**src/rtl/axi_s2mm_ring.sv**
```systemverilog
// Stream-to-AXI3 ring-buffer writer: FIFO-buffered samples go out as fixed-length INCR bursts.
// Optional build macro AXI_S2MM_BSWAP_EN byte-reverses each 32-bit lane of AXI_wdata.
//   state | meaning
//   IDLE  | waiting for BLEN words in the FIFO; applies a pending sync
//   AW    | presenting burst address until awready
//   W     | streaming BLEN beats out of the FIFO
//   B     | waiting for the write response
module axi_s2mm_ring #(
    parameter int          DW      = 32,
    parameter int          BLEN    = 16,
    parameter int          FIFO_AW = 5,
    parameter logic [5:0]  AXI_ID  = 6'h3F
) (
    input  logic                AXI_clk,
    input  logic                rst,
    input  logic                sync,
    input  logic [DW-1:0]       Sin,
    input  logic                Ien,
    input  logic [31:0]         base,
    input  logic [17:0]         size,
    output logic [17:0]         acnt,
    output logic [31:0]         bcnt,
    output logic [15:0]         ovf_cnt,
    output logic [15:0]         err_cnt,
    output logic [31:0]         AXI_awaddr,
    output logic                AXI_awvalid,
    input  logic                AXI_awready,
    output logic [5:0]          AXI_awid,
    output logic [3:0]          AXI_awlen,
    output logic [2:0]          AXI_awsize,
    output logic [1:0]          AXI_awburst,
    output logic [1:0]          AXI_awlock,
    output logic [3:0]          AXI_awcache,
    output logic [2:0]          AXI_awprot,
    output logic [3:0]          AXI_awqos,
    output logic [DW-1:0]       AXI_wdata,
    output logic [DW/8-1:0]     AXI_wstrb,
    output logic [5:0]          AXI_wid,
    output logic                AXI_wvalid,
    input  logic                AXI_wready,
    output logic                AXI_wlast,
    input  logic [5:0]          AXI_bid,
    input  logic [1:0]          AXI_bresp,
    input  logic                AXI_bvalid,
    output logic                AXI_bready
);
    localparam int          DEPTH       = 1 << FIFO_AW;
    localparam int          BW          = $clog2(BLEN);
    localparam logic [31:0] BURST_BYTES = 32'(BLEN * DW / 8);

    typedef enum logic [1:0] {S_IDLE, S_AW, S_W, S_B} state_t;

    state_t             state_q;
    logic [DW-1:0]      mem_q [DEPTH];
    logic [FIFO_AW:0]   wr_ptr_q, rd_ptr_q, level;
    logic [BW-1:0]      beat_q;
    logic [17:0]        acnt_q, acnt_d;
    logic [18:0]        acnt_inc;
    logic [31:0]        bcnt_q, awaddr_q;
    logic [15:0]        ovf_q, err_q;
    logic               sync_pend_q, sync_eff, full, push, pop, apply;
    logic               awvalid_q, wvalid_q, wlast_q, bready_q;
    logic [DW-1:0]      fifo_out;
    logic               unused_bid;

    assign unused_bid = ^AXI_bid;
    assign level      = wr_ptr_q - rd_ptr_q;
    assign full       = (level == (FIFO_AW+1)'(DEPTH));
    assign sync_eff   = sync | sync_pend_q;
    assign push       = Ien & ~full & ~sync_eff;
    assign pop        = wvalid_q & AXI_wready;
    assign apply      = (state_q == S_IDLE) & sync_eff;
    assign fifo_out   = mem_q[rd_ptr_q[FIFO_AW-1:0]];

    // acnt >= size (e.g. after size shrinks) also wraps to 0
    assign acnt_inc   = {1'b0, acnt_q} + 19'd1;
    assign acnt_d     = (acnt_inc >= {1'b0, size}) ? 18'd0 : acnt_inc[17:0];

    always_ff @(posedge AXI_clk) begin
        if (push) mem_q[wr_ptr_q[FIFO_AW-1:0]] <= Sin;
    end

    always_ff @(posedge AXI_clk) begin
        if (!rst) begin
            state_q     <= S_IDLE;
            wr_ptr_q    <= '0;
            rd_ptr_q    <= '0;
            beat_q      <= '0;
            acnt_q      <= '0;
            bcnt_q      <= '0;
            ovf_q       <= '0;
            err_q       <= '0;
            sync_pend_q <= 1'b0;
            awaddr_q    <= '0;
            awvalid_q   <= 1'b0;
            wvalid_q    <= 1'b0;
            wlast_q     <= 1'b0;
            bready_q    <= 1'b0;
        end else begin
            if (Ien && full && !sync_eff && ovf_q != 16'hFFFF) ovf_q <= ovf_q + 16'd1;
            if (apply) begin
                wr_ptr_q    <= '0;
                rd_ptr_q    <= '0;
                acnt_q      <= '0;
                bcnt_q      <= '0;
                sync_pend_q <= 1'b0;
            end else begin
                if (sync) sync_pend_q <= 1'b1;
                if (push) wr_ptr_q <= wr_ptr_q + 1'b1;
                if (pop)  rd_ptr_q <= rd_ptr_q + 1'b1;
            end
            case (state_q)
                S_IDLE: begin
                    if (!sync_eff && size != 18'd0 && level >= (FIFO_AW+1)'(BLEN)) begin
                        awaddr_q  <= base + BURST_BYTES * {14'd0, acnt_q};
                        awvalid_q <= 1'b1;
                        state_q   <= S_AW;
                    end
                end
                S_AW: begin
                    if (AXI_awready) begin
                        awvalid_q <= 1'b0;
                        wvalid_q  <= 1'b1;
                        wlast_q   <= 1'b0;
                        beat_q    <= '0;
                        state_q   <= S_W;
                    end
                end
                S_W: begin
                    if (AXI_wready) begin
                        beat_q  <= beat_q + 1'b1;
                        wlast_q <= (beat_q == BW'(BLEN-2));
                        if (beat_q == BW'(BLEN-1)) begin
                            wvalid_q <= 1'b0;
                            wlast_q  <= 1'b0;
                            bready_q <= 1'b1;
                            state_q  <= S_B;
                        end
                    end
                end
                S_B: begin
                    if (AXI_bvalid) begin
                        bready_q <= 1'b0;
                        bcnt_q   <= bcnt_q + 32'd1;
                        acnt_q   <= acnt_d;
                        if (AXI_bresp != 2'b00 && err_q != 16'hFFFF) err_q <= err_q + 16'd1;
                        state_q  <= S_IDLE;
                    end
                end
                default: state_q <= S_IDLE;
            endcase
        end
    end

`ifdef AXI_S2MM_BSWAP_EN
    for (genvar l = 0; l < DW/32; l++) begin : g_bswap
        assign AXI_wdata[32*l +: 32] = {fifo_out[32*l +: 8], fifo_out[32*l+8 +: 8],
                                        fifo_out[32*l+16 +: 8], fifo_out[32*l+24 +: 8]};
    end
`else
    assign AXI_wdata = fifo_out;
`endif

    assign acnt        = acnt_q;
    assign bcnt        = bcnt_q;
    assign ovf_cnt     = ovf_q;
    assign err_cnt     = err_q;
    assign AXI_awaddr  = awaddr_q;
    assign AXI_awvalid = awvalid_q;
    assign AXI_wvalid  = wvalid_q;
    assign AXI_wlast   = wlast_q;
    assign AXI_bready  = bready_q;
    assign AXI_awid    = AXI_ID;
    assign AXI_wid     = AXI_ID;
    assign AXI_awlen   = 4'(BLEN - 1);
    assign AXI_awsize  = 3'($clog2(DW/8));
    assign AXI_awburst = 2'b01;
    assign AXI_awlock  = 2'b00;
    assign AXI_awcache = 4'b0000;
    assign AXI_awprot  = 3'b000;
    assign AXI_awqos   = 4'b0000;
    assign AXI_wstrb   = '1;

endmodule

```
**config.mk**
```make
export PLATFORM = sky130hd
export DESIGN_NAME = axi_s2mm_ring
export DESIGN_NICKNAME = d
export VERILOG_FILES = /design/src/rtl/axi_s2mm_ring.sv
export SDC_FILE = /design/constraint.sdc
export NUM_CORES = 1
export LEC_CHECK = 0
export CAP_MARGIN = 0
export CORE_MARGIN = 2
export CORE_UTILIZATION = 30
export CTS_CLUSTER_SIZE = 30
export DETAILED_ROUTE_END_ITERATION = 12
export PLACE_DENSITY = 0.53
export SLEW_MARGIN = 20
export SYNTH_ARGS = -nofsm -noshare
export SYNTH_HDL_FRONTEND = slang
export SYNTH_SLANG_ARGS = --single-unit
```
**constraint.sdc**
```tcl
create_clock -name AXI_clk -period 3.69 [get_ports AXI_clk]
set_input_delay 0.5535 -clock AXI_clk [delete_from_list [all_inputs] [get_ports AXI_clk]]
set_output_delay 0.5535 -clock AXI_clk [all_outputs]
set_load 0.03 [all_outputs]
```
# Yosys cells after proc, flatten, opt, wreduce, memory -nomap -nowiden
# Memories as Yosys holds them, arrays and structs flattened. A register that Yosys moved wholly into a read port is not among the register bits.
# Cells that the tools add are included.
# totals
latch_bits	0
register_bits	137
mem_bits_rw	1024
mem_bits_ro	0
mem_count	1
wordCells	102
# classes
n_reduce_logical	21
n_mux	34
n_addsub	9
n_lt_le_gt_ge	2
n_eq_ne	13
n_bitwise	8
div_mod_pow	0
n_mul	0
shifts	0
# memory_table
memory	depth	word_bits	rd	rd_clocked_by_memory_dff	write_ports	line	text
mem_q	32	32	1	1	1	54	logic [DW-1:0] mem_q [DEPTH];
# op_table
operator	n
2-to-1 mux 32 bit	3
2-to-1 mux 18 bit	4
adder 16 x 1 -> 16 bit, second input constant	2
adder 32 x 1 -> 32 bit, second input constant	1
adder 32 x 24 -> 32 bit	1
!= test 16 bit, second input constant	2
adder 18 x 1 -> 19 bit, second input constant	1
>= comparator 19 x 18 -> 1 bit	1
nonzero test 18 bit	1
adder 6 x 1 -> 6 bit, second input constant	2
2-to-1 mux 1 bit	12
2-to-1 mux 2 bit	5
2-to-1 mux 5 bit	2
AND reduction 3 bit	3
equality test 4 bit, second input constant	2
2-to-1 mux 4 bit	2
!= test 2 bit, second input constant	4
one-hot mux 1 bit (2 select lines)	4
one-hot mux 2 bit (4 select lines)	1
one-hot mux 4 bit (2 select lines)	1
AND reduction 4 bit	2
nonzero test 2 bit	4
equality test 6 bit, second input constant	1
>= comparator 6 x 5 -> 1 bit, second input constant	1
other kinds (14)	25

# Longest topological paths before layout
# Gate-level depths: netlist of the first run.
# logic_depth
word_depth	7
ltp_mapped	18

# Worst setup path after synthesis of the first run
# Ideal clock, no wire load.
# synth_timing
path_type	register to register
start	reg rd_ptr_q[1]
end	mem mem_q[28][0], enable pin
stages_incl_launch_ff	11
synth_period_minus_slack_ns	3.774
t_required_ns	3.269
setup_time_ns	0.421
arrival_ns	3.353
path_slack_ns	-0.084
path_cell_list	dfxtp_1 > inv_1 > ha_1 > nor2b_1 > o31a_1 > and3b_1 > o21a_1 > buf_6 > nor2_1 > nand2_1 > nor2_1
# synth_via
elab_chain_cells	7
# synth_lines
element	line	text
from (decl)	55	logic [FIFO_AW:0] wr_ptr_q, rd_ptr_q, level;
from (signal assigned)	110	if (pop) rd_ptr_q <= rd_ptr_q + 1'b1;
subtractor 6 bit	67	assign level = wr_ptr_q - rd_ptr_q;
equality test 6 bit	68	assign full = (level == (FIFO_AW+1)'(DEPTH));
NOT 1 bit	70	assign push = Ien & ~full & ~sync_eff;
AND 1 bit (2 in series)	70	
2-to-1 mux 1 bit	80	if (push) mem_q[wr_ptr_q[FIFO_AW-1:0]] <= Sin;
2-to-1 mux 1 bit (implied by the code)	80	
to (decl)	54	
# Every way passes these cells.

==> results.cfg, run 1 <==
[pwr]
powerDensity_nw_per_um2 = 488.1
p_sw_mw = 6.177
p_seq_share_pct = 50.5
power.leakage_nw = 18.41
swShare_pct = 21.65
pwr-share-clk_pct = 44.6
ir_drop_uv = 431.7
p_int_mw = 22.36
power_mw = 28.54
pwr-share-comb_pct = 4.9

[global_route]
grt_pass1_vias = 25530
antenna_found_initial = 6
globalRouteTotalUtil_pct = 15.44
grt_max_degree = 49
grt_pass1_wl_um = 180600
grt_overflow = 0

[die]
fp.dieH_um = 400.5
row_count = 145
die_x_um = 400.5
core-area_um2 = 156200
start_util_pct = 30.19
die_area_um2 = 160400
ioPinCount = 285

[synthesis]
ys_warn_count = 0
synth_cells = 2516
synthDominantCellAreaShare_pct = 65.21
synthArstFlopShare_pct = 0
synth-edff-count = 1024
ys_ff_latch = 1166
yosysTopAreaCell = edfxtp_1
ys.flop_type = edfxtp_1
synth-seq-area-share_pct = 71.24
ys_top_cells_by_area = edfxtp_1 65%, mux4_2 15%, dfxtp_1 6.0%
synth_area_um2 = 47150
syn_area_per_cell_um2 = 18.74
synth.distinct_cells = 71

[timing]
setup-violations-final = 0
whs_ns = 0.2496
period_share_pct = 99.80
relSlewSlack_pct = 23.52
fmax_mhz = 271.5
hold_viol = 0
fin_tns_setup_ns = 0
tightestPinTransition_ns = 1.144
rsz0062_at_grt = yes
maxSlewViolCount = 0
clock_skew_ns = 0.02861
fin_crit_ns = 3.683

[detailed_routing]
met3WireLength_um = 8846
met2_length_um = 59960
detail-route-antenna-nets = 0
top_layer = met5
drt_iter0_drc = 1993
num_vias = 24950
remaining_drc_errors = 0
dr.pass1.iters = 4
wl_per_cell_um = 24.63
viasPerCell = 4.890
wl_um = 125700
wl_met1_um = 55040

[setup_path]
crit_path_top_delay_cell = mux4_2
crit_fanout = 8
slowest_delay_ns = 0.53
cp-start-kind = register
path_class = reg -> out
required_ns = 3.14
crit_family = multiplexers
arrival_ns = 3.13
cp-end-kind = output pin
worstPathBufferInverterCount = 4
path_cells = buf_12 -> buf_16 -> buf_16 -> mux4_2 -> mux4_2 -> mux2_4 -> buf_6

[cells_and_area]
fin_area_um2 = 58460
nets = 3100
synthToLayoutAreaGrowth_pct = 23.99
post-route-util_pct = 37.43
drive_gt1_share_pct = 26.31

[placed_design]
dpl.hpwl_um = 71410
gp_congestion = 0.7951
placedInstanceArea_um2 = 53250
port_buffers = 240

[clock_tree]
cts_tree = built
clkTransAtPathRegs_ns = 0.06
h-tree-depth = 4
clock_path_buffers = 3
cts-root-buf = clkbuf_16
numCtsBuffers = 131
clk-insertion-delay-late_ns = 0.76
clock_sinks = 1166

[run_status]
status = finished clean

[min_path]
hold_path_class = in -> reg

[run]
maxCapViolCount = 0
-- layout make-up --
class	count	area (um2)
clock buffer	168	3480
clock inverter	63	703.2
sequential	1166	33610
inverter	47	176.4
fill	14340	97750
tap	2058	2575
timing repair buffer	409	4801
antenna	1	2.502
multi-input combinational	1191	13120
-- synth_stat cells, types with 6 or more instances --
cell      instances
buf_4            38
buf_1             8
and2_1           13
inv_1            46
mux2_2           35
clkbuf_1         72
and3_1           26
nor3_1           17
nor2_1          135
dfxtp_1         142
mux2i_1          12
or3_1            14
nand2b_1         17
a211oi_1          6
a22o_1            8
ha_1             56
mux4_2          320
nand4_1          27
buf_2            29
xnor2_1          49
nand3_1          59
o211ai_1          6
o21ai_0          41
xor2_1           35
nor4_1            8
o21a_1            7
edfxtp_1       1024
a21o_1           16
a21oi_1          56
nand2_1         113
-- worst register-to-register path: cells and delay by family, from the launching register on --
family | cells | cell delay [ns]
adder cells (fa/ha/maj) | 1 | 0.30
buffers and inverters | 1 | 0.21
AND/OR/NAND/NOR | 9 | 1.93
AO/OA/AOI/OAI | 2 | 0.30
XOR/XNOR | 1 | 0.16
flip-flops | 1 | 0.33
-- power by group through the flow --
stage | clock (mW) | combinational (mW) | sequential (mW)
after floorplan | 0 | 0.701 | 14.7
after global placement | 0 | 1.28 | 14.7
after detailed placement | 0 | 1.28 | 14.7
after CTS | 13.1 | 1.42 | 14.4
after global routing | 13.6 | 1.52 | 14.4
final | 12.7 | 1.40 | 14.4
-- sequential cells by signal (all words and copies together), names as in the netlist, 4 cells and up, named ones only --
name / cells
mem_q: 1024
ovf_cnt: 16
wr_ptr_q: 6
bcnt: 32
rd_ptr_q: 6
beat_q: 4
err_cnt: 16
acnt: 18
AXI_awaddr: 32
-- timing repair --
action,in CTS,in global routing
endpoints found under the setup margin,32,29
gates resized for setup,109,10
gates cloned,17,7
endpoints found under the hold margin,0,0
hold buffers,0,0
buffers inserted,20,0
-- final timing paths --
kind                                                   from                          end  slack (ns)  cells after the start
worst max-delay path                               register                AXI_wdata[13]       0.007                      7
worst min-delay path                                    rst   AXI_awaddr[5]$_SDFFE_PN0P_        0.25                      3
worst max register to register           acnt[3]$_SDFF_PN0_           acnt[5]$_SDFF_PN0_        0.36                     14
worst min register to register  AXI_awaddr[11]$_SDFFE_PN0P_  AXI_awaddr[11]$_SDFFE_PN0P_        0.46                      2
-- metal layers --
metal  global-route usage (%)  vias up
li1                         -    10940
met1                    21.06    13090
met2                    24.51      777
met3                    4.419      142
met4                    3.349        6
met5                        0        -
-- kinds of logic (layout without fill, tap and decap cells) --
group           after synthesis  after routing  share of synthesized area (%)
flops                      1166           1166                          71.24
simple gates                461            461                          4.790
mux                         368            368                          16.40
buf+inv                     195            687                          1.948
compound gates              183            183                          2.516
xor+xnor                     84             84                          1.560
fa+ha+maj                    57             57                          1.528
other cells                   2             39                        0.01593
-- per-stage QoR --
stage | setup slack (ns) | instances
6_report | 0.007213 | 5103
5_1_grt | -0.08128 | 5102
4_1_cts | -0.1252 | 5099
3_5_place_dp | 0.2927 | 4831
3_3_place_gp | 0.2525 | 4831
2_1_floorplan | -0.08447 | 2552
-- placed cells by master (no fill, tap or decap), drive strengths merged, types with 4 or more instances in the layout --
master | synthesis | layout
clkbuf | 72 | 175
and3 | 26 | 26
a21oi | 56 | 56
o211ai | 6 | 6
conb | 2 | 38
mux4 | 320 | 320
ha | 56 | 56
nor3 | 18 | 18
xor2 | 35 | 35
or3 | 15 | 15
nand3 | 59 | 59
nor2 | 136 | 136
and4 | 5 | 5
nand3b | 5 | 5
a211oi | 6 | 6
mux2 | 36 | 36
o21a | 7 | 7
a21o | 16 | 16
buf | 76 | 207
inv | 47 | 57
a311oi | 4 | 4
bufinv | 0 | 9
nor4 | 9 | 9
dfxtp | 142 | 142
o21ai | 46 | 46
nand2b | 17 | 17
clkdlybuf4s50 | 0 | 194
clkinv | 0 | 40
nand2 | 114 | 114
xnor2 | 49 | 49
a22o | 8 | 8
mux2i | 12 | 12
clkinvlp | 0 | 4
nand4 | 27 | 27
edfxtp | 1024 | 1024
and2 | 13 | 13
(Power assumes the default switching activity.)
==> inputs of run 2 (changes only) <==
--- a/config.mk
+++ b/config.mk
@@ -11,6 +11,7 @@
 export CTS_CLUSTER_SIZE = 30
 export DETAILED_ROUTE_END_ITERATION = 12
 export PLACE_DENSITY = 0.53
+export REMOVE_ABC_BUFFERS = 1
 export SLEW_MARGIN = 20
 export SYNTH_ARGS = -nofsm -noshare
 export SYNTH_HDL_FRONTEND = slang
==> run 2 against run 1 <==
Cell count increased by 0.31%. Sequential share of layout area decreased by 0.18 points. Via count increased by 0.85%. Total power increased by 0.22%. Critical path type unchanged.
==> results.cfg, run 2 (synthesized netlist as in run 1, its figures left out) <==
[global_route]
grt_max_degree = 61
antenna_found_initial = 10
grt_overflow = 0
grt_pass1_wl_um = 180800
globalRouteTotalUtil_pct = 15.41
grt_pass1_vias = 25720

[pwr]
pwr-share-comb_pct = 4.9
p_sw_mw = 6.207
powerDensity_nw_per_um2 = 487.7
swShare_pct = 21.70
p_int_mw = 22.39
pwr-share-clk_pct = 44.8
power.leakage_nw = 18.49
p_seq_share_pct = 50.4
ir_drop_uv = 404.0
power_mw = 28.60

[detailed_routing]
remaining_drc_errors = 0
viasPerCell = 4.916
met2_length_um = 58550
dr.pass1.iters = 5
num_vias = 25160
wl_met1_um = 55560
met3WireLength_um = 8449
top_layer = met5
drt_iter0_drc = 1911
wl_um = 125100
detail-route-antenna-nets = 0
wl_per_cell_um = 24.44

[cells_and_area]
multiInputGateArea_um2 = 13100
layout_commonest_cell = edfxtp_1
largest_reg_flops = 1024
nets = 3114
drive_gt1_share_pct = 26.69
synthToLayoutAreaGrowth_pct = 24.38
diodes = 0
final_cell_mix = 1024 x edfxtp_1, 320 x mux4_2, 196 x clkdlybuf4s50_1, 138 x clkbuf_16, 137 x dfxtp_1
ff_latch_area_um2 = 33610
fillers = 14270

[die]
start_util_pct = 30.19
die_area_um2 = 160400
ioPinCount = 285
fp.dieH_um = 400.5
core-area_um2 = 156200
die_x_um = 400.5
row_count = 145

[setup_path]
r2r_cells = 14
path_class = reg -> out
rr_endpoint = acnt[4]$_SDFF_PN0_
required_ns = 3.14
rrSetupSlack_ns = 0.25
cp-endpoint = AXI_wdata[6]
cp-start-kind = register
reg2reg_from = acnt[3]$_SDFF_PN0_
arrival_ns = 3.13
crit_fanout = 7
cp-end-kind = output pin

[timing]
fin_ws_ns = 0.008779
fin_crit_ns = 3.681
relSlewSlack_pct = 26.74
setup-violations-final = 0
fmax_mhz = 271.6
maxSlewViolCount = 0
tightestPinTransition_ns = 1.095
clock_skew_ns = 0.03639
hold_viol = 0
period_share_pct = 99.76
rsz0062_at_grt = yes

[placed_design]
port_buffers = 240
post-place-ws_ns = 0.2264
gp_congestion = 0.8031
dpl.hpwl_um = 72030

[clock_tree]
clkTransAtPathRegs_ns = 0.06
h-tree-depth = 4
cts_hold_buffers = 0
cts_tree = built
clock_sinks = 1166
numCtsBuffers = 130
cts-root-buf = clkbuf_16
clock_path_buffers = 3
clk-insertion-delay-late_ns = 0.76

[run]
maxCapViolCount = 0

[run_status]
status = finished clean

[min_path]
hold_path_class = in -> reg
## run 2: cell count changes in the layout (fill, tap and decap cells not counted), moves of 4 or more
cell      before  now
buf_2         18   13
buf_6         33   28
buf_4         83   99
buf_16        18   13
clkbuf_1      33   29
buf_12        49   64
## run 2: cell type report
cell class / instances / share of cell area, %
Multi-Input combinational cell: 1191 / 22.34
Timing Repair Buffer: 424 / 8.470
Clock buffer: 163 / 5.865
Clock inverter: 70 / 1.329
Inverter: 47 / 0.3008
Sequential cell: 1166 / 57.31
Tap cell: 2058 / 4.391
## run 2: power by group through the flow
stage          combinational (mW)  sequential (mW)  clock, mW
5_1_grt                      1.50             14.4       13.6
6_report                     1.39             14.4       12.8
2_1_floorplan               0.704             14.8          0
3_3_place_gp                 1.25             14.7          0
4_1_cts                      1.40             14.4       13.1
3_5_place_dp                 1.26             14.7          0
## run 2: metrics by stage
step / hold WS (ns) / instances / util (%) / area (um2) / TNS, ns
final: 0.2637 / 5119 / 37.54 / 58650 / 0
after floorplan: 0.4764 / 2404 / - / 46540 / -340.64
after CTS: 0.2096 / 5113 / 37.52 / 58610 / -1.194
after detailed placement: 0.4448 / 4835 / 34.17 / 53370 / 0
after global routing: 0.2336 / 5119 / 37.54 / 58650 / -1.140
after global placement: 0.4423 / 4835 / 34.17 / 53370 / 0
## run 2: how the worst min path moves through the flow
stage	to	start	cells after the start	slack, ns
after floorplan	sync_pend_q$_SDFFE_PP0P_	sync_pend_q$_SDFFE_PP0P_	2	0.48
after global placement	AXI_awaddr[5]$_SDFFE_PN0P_	AXI_awaddr[5]$_SDFFE_PN0P_	2	0.44
after detailed placement	AXI_awaddr[12]$_SDFFE_PN0P_	AXI_awaddr[12]$_SDFFE_PN0P_	2	0.44
after CTS	err_cnt[4]$_SDFFE_PN0P_	rst	2	0.21
after global routing	err_cnt[4]$_SDFFE_PN0P_	rst	2	0.23
final	err_cnt[4]$_SDFFE_PN0P_	rst	2	0.26
## run 2: worst max-delay path, stage by stage (launching register included)
cell,delay [ns]
dfxtp_4,0.37
buf_12,0.18
buf_12,0.14
buf_12,0.12
buf_16,0.12
mux4_2,0.49
mux4_2,0.45
mux2_4,0.35
buf_6,0.16
## run 2: metal layers
layer,track usage [%],vias up
met2,24.25,754
met5,0,-
met4,4.020,10
met3,3.984,172
li1,-,10980
met1,21.20,13250
## run 2: timing repair
action	4_1_cts	5_1_grt
setup endpoints to repair	32	31
gates resized for setup	79	14
cloned	13	7
buffers inserted	32	4
==> inputs of run 3 (changes only) <==
--- a/config.mk
+++ b/config.mk
@@ -6,6 +6,7 @@
 export NUM_CORES = 1
 export LEC_CHECK = 0
 export CAP_MARGIN = 0
+export CORE_ASPECT_RATIO = 1.25
 export CORE_MARGIN = 2
 export CORE_UTILIZATION = 30
 export CTS_CLUSTER_SIZE = 30
==> run 3 against run 2 <==
The run now ends with negative setup slack left. Core utilization is 0.20 points lower. Combinational power hardly changed. Cell area is 0.63% lower. Critical path depth is 1 lower. Sequential share of layout area is 0.36 points higher. Routed wire length is 0.20% lower. Highest routed layer unchanged. Via count is 1.1% lower. Critical endpoint is now AXI_wdata[10]. Critical path type unchanged. Register-to-register slack worse by 0.10 ns. Total power is 2.9% lower.
==> results.cfg, run 3 (synthesized netlist as in run 1, its figures left out) <==
[clock_tree]
clkTransAtPathRegs_ns = 0.06
cts_hold_buffers = 0
h-tree-depth = 3
clk-insertion-delay-late_ns = 0.75
clock_path_buffers = 3
numCtsBuffers = 116
cts-root-buf = clkbuf_16
cts_tree = built
clock_sinks = 1166

[detailed_routing]
drt_iter0_drc = 1725
wl_per_cell_um = 24.50
viasPerCell = 4.885
num_vias = 24900
dr.pass1.iters = 5
detail-route-antenna-nets = 0
remaining_drc_errors = 0
wl_um = 124900

[timing]
rsz0062_at_grt = yes
period_share_pct = 100.0
setup-violations-final = 1
fmax_mhz = 271.0
fin_crit_ns = 3.691
clock_skew_ns = 0.05604
fin_ws_ns = -0.0005487
tightestPinTransition_ns = 1.169
whs_ns = 0.2131
hold_viol = 0
maxSlewViolCount = 0
relSlewSlack_pct = 21.96

[setup_path]
rrSetupSlack_ns = 0.15
arrival_ns = 3.14
cp-end-kind = output pin
reg2reg_from = rd_ptr_q[1]$_SDFFE_PP0P_
r2r_cells = 11
path_class = reg -> out
required_ns = 3.14
rr_endpoint = mem_q[2][30]$_DFFE_PP_
cp-start-kind = register
crit_fanout = 8

[cells_and_area]
post-route-util_pct = 37.34
synthToLayoutAreaGrowth_pct = 23.60
final_cell_mix = 1024 x edfxtp_1, 320 x mux4_2, 184 x clkdlybuf4s50_1, 137 x dfxtp_1, 122 x clkbuf_16
largest_reg_flops = 1024
layout_commonest_cell = edfxtp_1
diodes = 0
nets = 3101
drive_gt1_share_pct = 26.92

[min_path]
holdPathStages = 3
hold_path_class = in -> reg
hold_path_startpoint = rst
whs_endpoint = state_q[1]$_SDFFE_PN0P_

[die]
start_util_pct = 30.21
core-area_um2 = 156100
fp.dieH_um = 447.2
die_x_um = 358.6
ioPinCount = 285
die_area_um2 = 160400
row_count = 162

[run_status]
violations = negative setup slack
status = finished, violations left

[placed_design]
gp_congestion = 0.7974
port_buffers = 240
dpl.hpwl_um = 75310

[global_route]
grt_max_degree = 57
grt_pass1_wl_um = 179400
antenna_found_initial = 7
grt_overflow = 0
grt_pass1_vias = 25880
globalRouteTotalUtil_pct = 15.44

[pwr]
ir_drop_uv = 464.8
power.leakage_nw = 18.34
powerDensity_nw_per_um2 = 476.4

[run]
maxCapViolCount = 0
==> run 3: layout make-up <==
type	count	area, um2
fillers	14390	97800
clock buffers	130	2955
multi-input cells	1193	13140
repair buffers	423	4935
inverters	47	176.4
flip-flops and latches	1166	33610
well taps	2050	2565
clock inverters	87	894.6
==> run 3: metrics by stage <==
stage | std cells | power [mW] | worst slack, ns | TNS (ns) | cell area, um2
floorplan | 2404 | 15.48 | -8.782 | -340.64 | 46540
global placement | 4815 | 15.97 | 0.06594 | 0 | 53120
detailed placement | 4821 | 15.98 | 0.02033 | 0 | 53260
CTS | 5079 | 28.14 | -0.1150 | -2.277 | 58190
global route | 5096 | 28.70 | -0.09227 | -1.555 | 58280
finish | 5096 | 27.76 | -0.0005487 | -0.0005487 | 58280
==> run 3: critical path, cell delays in order (launching register included) <==
cell     delay (ns)
dfxtp_4        0.38
buf_8          0.16
buf_12         0.16
buf_16         0.15
mux4_2         0.50
mux4_2         0.52
mux2_4         0.35
buf_6          0.16
==> run 3: how the worst max path moves through the flow <==
stage | from | to | slack, ns
after detailed placement | rd_ptr_q[1]$_SDFFE_PP0P_ | mem_q[6][18]$_DFFE_PP_ | 0.02
after CTS | register | AXI_wdata[22] | -0.12
final | register | AXI_wdata[10] | -0.0005
after floorplan | register | AXI_wdata[0] | -8.78
after global placement | rd_ptr_q[1]$_SDFFE_PP0P_ | mem_q[5][27]$_DFFE_PP_ | 0.07
after global routing | register | AXI_wdata[2] | -0.09
==> run 3: metal layers <==
metal  global-route usage [%]  vias up  share of wire (%)
met4                    4.517       10                2.4
met5                        0        -              0.053
met3                    3.270      167                6.0
li1                         -    10960                  -
met1                    19.78    13070                 42
met2                    26.22      688                 50
==> run 3: repair_timing <==
action | 4_1_cts | 5_1_grt
cloned | 17 | 7
endpoints found under the setup margin | 37 | 63
resized for setup | 91 | 16
pin swaps | 1 | 4
setup buffers | 25 | 16
==> run 3: where the power goes <==
| group | switching, mW | total [mW] | internal, mW |
|---|---|---|---|
| clock | 5.29 | 11.9 | 6.66 |
| sequential | 0.0209 | 14.4 | 14.4 |
| combinational | 0.797 | 1.42 | 0.622 |
| total | 6.11 | 27.8 | 21.7 |
